## src/rtl/envelope_gen.sv

```systemverilog
// envelope_gen: attack/decay/sustain/release amplitude envelope.
// Sits between the SPI register block and the amplitude x volume multiplier.
// It smooths the raw per-packet volume so that note starts, stops and changes
// do not click. The envelope advances only on the wave-generator tick strobe.
//
// Build option: define ENV_HARD_RETRIGGER_EN to force envVol to 0 on every
// note-on/retrigger (hard attack). The default build keeps the current level
// on retrigger (soft attack).
module envelope_gen #(
  parameter int ATTACK_DIV  = 4,    // ticks per +1 step in ATTACK (1..255)
  parameter int DECAY_DIV   = 16,   // ticks per -1 step in DECAY (1..255)
  parameter int RELEASE_DIV = 32,   // ticks per -1 step in RELEASE (1..255)
  parameter int SUSTAIN_NUM = 192   // sustain = volume*SUSTAIN_NUM/256 (0..255)
) (
  input  logic        clk,
  input  logic        reset,        // synchronous, active low
  input  logic        tick,
  input  logic [15:0] tuneWord,
  input  logic [7:0]  volume,
  output logic [7:0]  envVol,
  output logic        noteActive,
  output logic [2:0]  envState
);

  typedef enum logic [2:0] {
    IDLE    = 3'd0,
    ATTACK  = 3'd1,
    DECAY   = 3'd2,
    SUSTAIN = 3'd3,
    RELEASE = 3'd4
  } envStateT;

  localparam logic [7:0]  ATTACK_LAST  = 8'(ATTACK_DIV - 1);
  localparam logic [7:0]  DECAY_LAST   = 8'(DECAY_DIV - 1);
  localparam logic [7:0]  RELEASE_LAST = 8'(RELEASE_DIV - 1);
  localparam logic [15:0] SUS_NUM16    = 16'(SUSTAIN_NUM);

`ifdef ENV_HARD_RETRIGGER_EN
  localparam logic HARD_RETRIGGER = 1'b1;
`else
  localparam logic HARD_RETRIGGER = 1'b0;
`endif

  envStateT    stateReg, stateNext;
  logic [7:0]  envVolReg, envVolNext;
  logic [7:0]  prescReg, prescNext;
  logic [15:0] tuneReg, tuneNext;

  // Levels derived from the live inputs.
  logic [7:0]  peak;
  logic [15:0] susProd;
  logic [7:0]  sus;
  logic        noteOff;
  logic        noteOn;
  logic [7:0]  stepLast;
  logic        stepHit;

  assign peak    = volume;
  assign susProd = {8'd0, volume} * SUS_NUM16;
  assign sus     = susProd[15:8];

  // A note-off only matters while a note is sounding; a note-on is either a
  // fresh start or a change to a different (non-zero) frequency word.
  assign noteOff = (tuneWord == 16'd0) && (stateReg != IDLE) && (stateReg != RELEASE);
  assign noteOn  = (tuneWord != 16'd0) &&
                   ((stateReg == IDLE) || (stateReg == RELEASE) || (tuneWord != tuneReg));

  // Pick the prescaler terminal count for the current state.
  always_comb begin
    stepLast = 8'd0;
    case (stateReg)
      ATTACK:  stepLast = ATTACK_LAST;
      DECAY:   stepLast = DECAY_LAST;
      RELEASE: stepLast = RELEASE_LAST;
      default: stepLast = 8'd0;
    endcase
  end

  assign stepHit = (prescReg == stepLast);

  // State register: reset overrides everything, otherwise update only on tick.
  always_ff @(posedge clk) begin
    if (!reset) begin
      stateReg  <= IDLE;
      envVolReg <= 8'd0;
      prescReg  <= 8'd0;
      tuneReg   <= 16'd0;
    end else if (tick) begin
      stateReg  <= stateNext;
      envVolReg <= envVolNext;
      prescReg  <= prescNext;
      tuneReg   <= tuneNext;
    end
  end

  // Next-state logic: note-off, then note-on/retrigger, then per-state progression.
  always_comb begin
    stateNext  = stateReg;
    envVolNext = envVolReg;
    prescNext  = prescReg;
    tuneNext   = tuneReg;

    if (noteOff) begin
      stateNext = RELEASE;
      prescNext = 8'd0;
    end else if (noteOn) begin
      stateNext  = ATTACK;
      prescNext  = 8'd0;
      tuneNext   = tuneWord;
      envVolNext = HARD_RETRIGGER ? 8'd0 : envVolReg;
    end else begin
      case (stateReg)
        IDLE: begin
          envVolNext = 8'd0;
          prescNext  = 8'd0;
        end
        ATTACK: begin
          // Checked before stepping, so a lowered peak or a zero volume
          // moves on at once with the level clamped to peak.
          if (envVolReg >= peak) begin
            envVolNext = peak;
            stateNext  = DECAY;
            prescNext  = 8'd0;
          end else if (stepHit) begin
            envVolNext = envVolReg + 8'd1;  // cannot pass peak: envVolReg < peak
            prescNext  = 8'd0;
          end else begin
            prescNext = prescReg + 8'd1;
          end
        end
        DECAY: begin
          if (envVolReg <= sus) begin
            envVolNext = sus;
            stateNext  = SUSTAIN;
            prescNext  = 8'd0;
          end else if (stepHit) begin
            envVolNext = envVolReg - 8'd1;  // envVolReg > sus >= 0, no underflow
            prescNext  = 8'd0;
          end else begin
            prescNext = prescReg + 8'd1;
          end
        end
        SUSTAIN: begin
          // Glide one step per tick toward the live sustain level.
          prescNext = 8'd0;
          if (envVolReg > sus) begin
            envVolNext = envVolReg - 8'd1;
          end else if (envVolReg < sus) begin
            envVolNext = envVolReg + 8'd1;
          end
        end
        RELEASE: begin
          if (envVolReg == 8'd0) begin
            stateNext = IDLE;
            tuneNext  = 16'd0;
            prescNext = 8'd0;
          end else if (stepHit) begin
            envVolNext = envVolReg - 8'd1;
            prescNext  = 8'd0;
          end else begin
            prescNext = prescReg + 8'd1;
          end
        end
        default: begin
          stateNext  = IDLE;
          envVolNext = 8'd0;
          prescNext  = 8'd0;
          tuneNext   = 16'd0;
        end
      endcase
    end
  end

  assign envVol     = envVolReg;
  assign envState   = stateReg;
  assign noteActive = (stateReg != IDLE);

endmodule

```

## config.mk

```make
export PLATFORM = sky130hd
export DESIGN_NAME = envelope_gen
export DESIGN_NICKNAME = d
export VERILOG_FILES = /design/src/rtl/envelope_gen.sv
export SDC_FILE = /design/constraint.sdc
export NUM_CORES = 1
export LEC_CHECK = 0
export ABC_AREA = 1
export CAP_MARGIN = 20
export CORE_ASPECT_RATIO = 0.8
export CORE_MARGIN = 5
export CORE_UTILIZATION = 45
export CTS_BUF_LIST = sky130_fd_sc_hd__clkbuf_8
export CTS_CLUSTER_DIAMETER = 30
export DETAILED_ROUTE_END_ITERATION = 8
export MAX_ROUTING_LAYER = met4
export PLACE_DENSITY = 0.67
export SLEW_MARGIN = 20
export SYNTH_ARGS = -nofsm -noshare
export SYNTH_HDL_FRONTEND = slang
export SYNTH_SLANG_ARGS = --single-unit
export TNS_END_PERCENT = 20
```

## constraint.sdc

```tcl
create_clock -name clk -period 3.15 [get_ports clk]
set_input_delay 0.63 -clock clk [delete_from_list [all_inputs] [get_ports clk]]
set_output_delay 0.63 -clock clk [all_outputs]
set_load 0.03 [all_outputs]
```

==> metrics.yaml <==
wire_per_inst_um: 14.0
max_freq_ghz: 0.331
grtUsageTotal_pct: 23.6
clock_latency_ns: 0.29
die_w_um: 109
io_buffers: 38
final_cells: 767
drt_iter0_markers: 257
rows: 29
grt_max_degree: 28
ant_nets: 0
dp_cells: 750
dp_hpwl_um: 8360
final.min_clock_period_ns: 3.02
worstSetupEndpointType: "flop"
drt_pass1_iterations: 5
timing.hold.ws_ns: 0.498
dieArea_sq_um: 9760
cp-start-kind: "input pin"
p_leak_uw: 0.00227
initial_core_util_pct: 45.4
synth_seq_cells: 35
hp-class: "flop to flop"
grt_overflow: 0
ys_warn_count: 0
route.detailed.drc: 0
design_area_sq_um: 4690
area_growth_pct: 32.5
synth_fp_nets: 627
crit_fanout: 5
cts_root_buf: "clkbuf_8"
drv_slew: 0
die_y_um: 89.4
clock_skew_ns: 0.0110
finalHoldViolations: 0
crit_required_ns: 3.38
antenna_cells: 0
nets: 714
worst_slew_pin_slew_ns: 0.818
cts-htree-levels: 2
yosysSeqAreaShare_pct: 19.8
powerDensity_nw_per_um2: 254
place_area_sq_um: 4320
numCtsBuffers: 5
maxCapViolCount: 0
yosysUniqueCellTypes: 40
cts_tree: "built"
timing.final.crit_share_pct: 96.0
grt_pass1_vias: 3764
drive_above_1_share_pct: 23.2
setup_violations: 0
wl_um: 10700
cts.sinks: 35
avgSynthCellArea_sq_um: 6.19
post-route-util_pct: 60.2
status: "complete, no violations"
max-vdd-ir-drop_mv: 0.233
io_pins: 39
clockBufferDepth: 2
arrival_ns: 3.25
vias_per_cell: 5.23
gp_congestion: 1.01
fill_cells: 716
netlist_area_sq_um: 3540
power.total_uw: 1190
critPathKind: "input pin to flop"
grt_antenna_before_repair: 0
synthCells: 572
path_clk_slew_ns: 0.07
core_sq_um: 7800
max-slew-margin-rel_pct: 45.1
grt_pass1_wl_um: 17800
hold_buffers: 0
num_vias: 4008
## flip-flops by register name, summed over array words and instances (netlist names)
| signal | cells |
|---|---|
| envVol | 8 |
| prescReg | 8 |
| envState | 3 |
| tuneReg | 16 |
## power by group
group / internal, uW / switching [uW]
registers: 455 / 10.2
clock network: 172 / 160
logic: 182 / 215
total: 808 / 386
## cells in the mapped netlist, drive strengths merged
| library cell | instances | area, sq um |
|---|---|---|
| a31oi | 1 | 6.26 |
| o22ai | 1 | 6.26 |
| fa | 1 | 20.0 |
| o21a | 2 | 15.0 |
| ha | 27 | 338 |
| xor2 | 18 | 158 |
| dfxtp | 35 | 701 |
| nand3 | 53 | 290 |
| clkbuf | 4 | 15.0 |
| a21oi | 28 | 151 |
| buf | 7 | 48.8 |
| nand4 | 19 | 131 |
| nor3 | 5 | 41.3 |
| a21o | 1 | 7.51 |
| a22oi | 16 | 120 |
| xnor2 | 5 | 43.8 |
| nand3b | 2 | 15.0 |
| o21ai | 22 | 114 |
| o211ai | 3 | 22.5 |
| or2 | 2 | 12.5 |
| nand2 | 154 | 626 |
| a211oi | 1 | 7.51 |
| inv | 78 | 295 |
| o21bai | 1 | 7.51 |
| nor2 | 86 | 350 |
## final timing paths
path,cells after the start,start,end,slack (ns)
setup / recovery,20,volume[3],envVol[7]$_SDFFE_PN0P_,0.13
hold / removal,2,prescReg[7]$_SDFFE_PN0P_,prescReg[7]$_SDFFE_PN0P_,0.50
setup reg to reg,11,envVol[5]$_SDFFE_PN0P_,envVol[7]$_SDFFE_PN0P_,0.57
hold reg to reg,2,prescReg[7]$_SDFFE_PN0P_,prescReg[7]$_SDFFE_PN0P_,0.50
## per-stage QoR
step                      setup slack, ns  setup TNS, ns
after detailed placement           -0.856         -13.75
after floorplan                    0.0314              0
after global routing              -0.0449         -0.154
after global placement             -0.799         -12.24
final                               0.127              0
after CTS                          0.0108              0
## cell type report
cell class	instances	area (sq um)	area share, %
clock buffer	6	82.6	1.76
clock inverter	1	5.00	0.107
inverter	78	295	6.29
multi-input combinational	448	2730	58.0
sequential	35	701	14.9
tap	108	135	2.88
timing repair buffer	91	751	16.0
## cells in the final DEF (no fill, tap or decap), drive strengths merged
master         count
clkbuf             9
nor3               5
nand3             53
ha                27
clkdlybuf4s50     30
a211oi             1
xor2              18
dfxtp             35
o21bai             1
a21oi             28
o22ai              1
a22oi             16
nor2              86
or2                2
xnor2              5
o21a               2
nand2            154
fa                 1
clkinv             1
a31oi              1
a21o               1
buf               58
inv               78
o211ai             3
nand4             19
nand3b             2
o21ai             22
## logic make-up after synthesis
kind of cell	after synthesis	share of synthesized area, %
compound gates	76	12.9
xor+xnor	23	5.68
fa+ha+maj	28	10.1
buf+inv	89	10.1
flops	35	19.8
simple gates	321	41.4
## layer usage
| metal | part of all wire (%) | track usage [%] | vias to the layer above |
|---|---|---|---|
| met4 | 1.2 | 5.10 | 0 |
| li1 | - | - | 2044 |
| met1 | 50 | 33.7 | 1808 |
| met2 | 40 | 33.9 | 137 |
| met5 | 0 | - | - |
| met3 | 8.7 | 5.05 | 19 |
## repair_timing
| action | CTS | global route |
|---|---|---|
| setup endpoints to repair | 19 | 19 |
| hold endpoints to repair | 0 | 0 |
| buffers inserted | 7 | 3 |
| resized for setup | 53 | 36 |
| pin swaps | 20 | 20 |
## critical path, stage by stage
cell      delay (ns)
buf_2           0.13
buf_4           0.14
ha_4            0.27
buf_6           0.11
nand4_1         0.13
buf_4           0.17
nand4_1         0.07
nand2_2         0.07
inv_2           0.06
ha_4            0.19
a21oi_2         0.14
nor2_2          0.06
nor2_2          0.15
nand2_4         0.11
nand3_2         0.07
nand2_1         0.04
nand3b_1        0.19
nor2_4          0.25
o21ai_1         0.11
a21oi_1         0.14
Note: power is estimated with default switching activity, not from simulation.
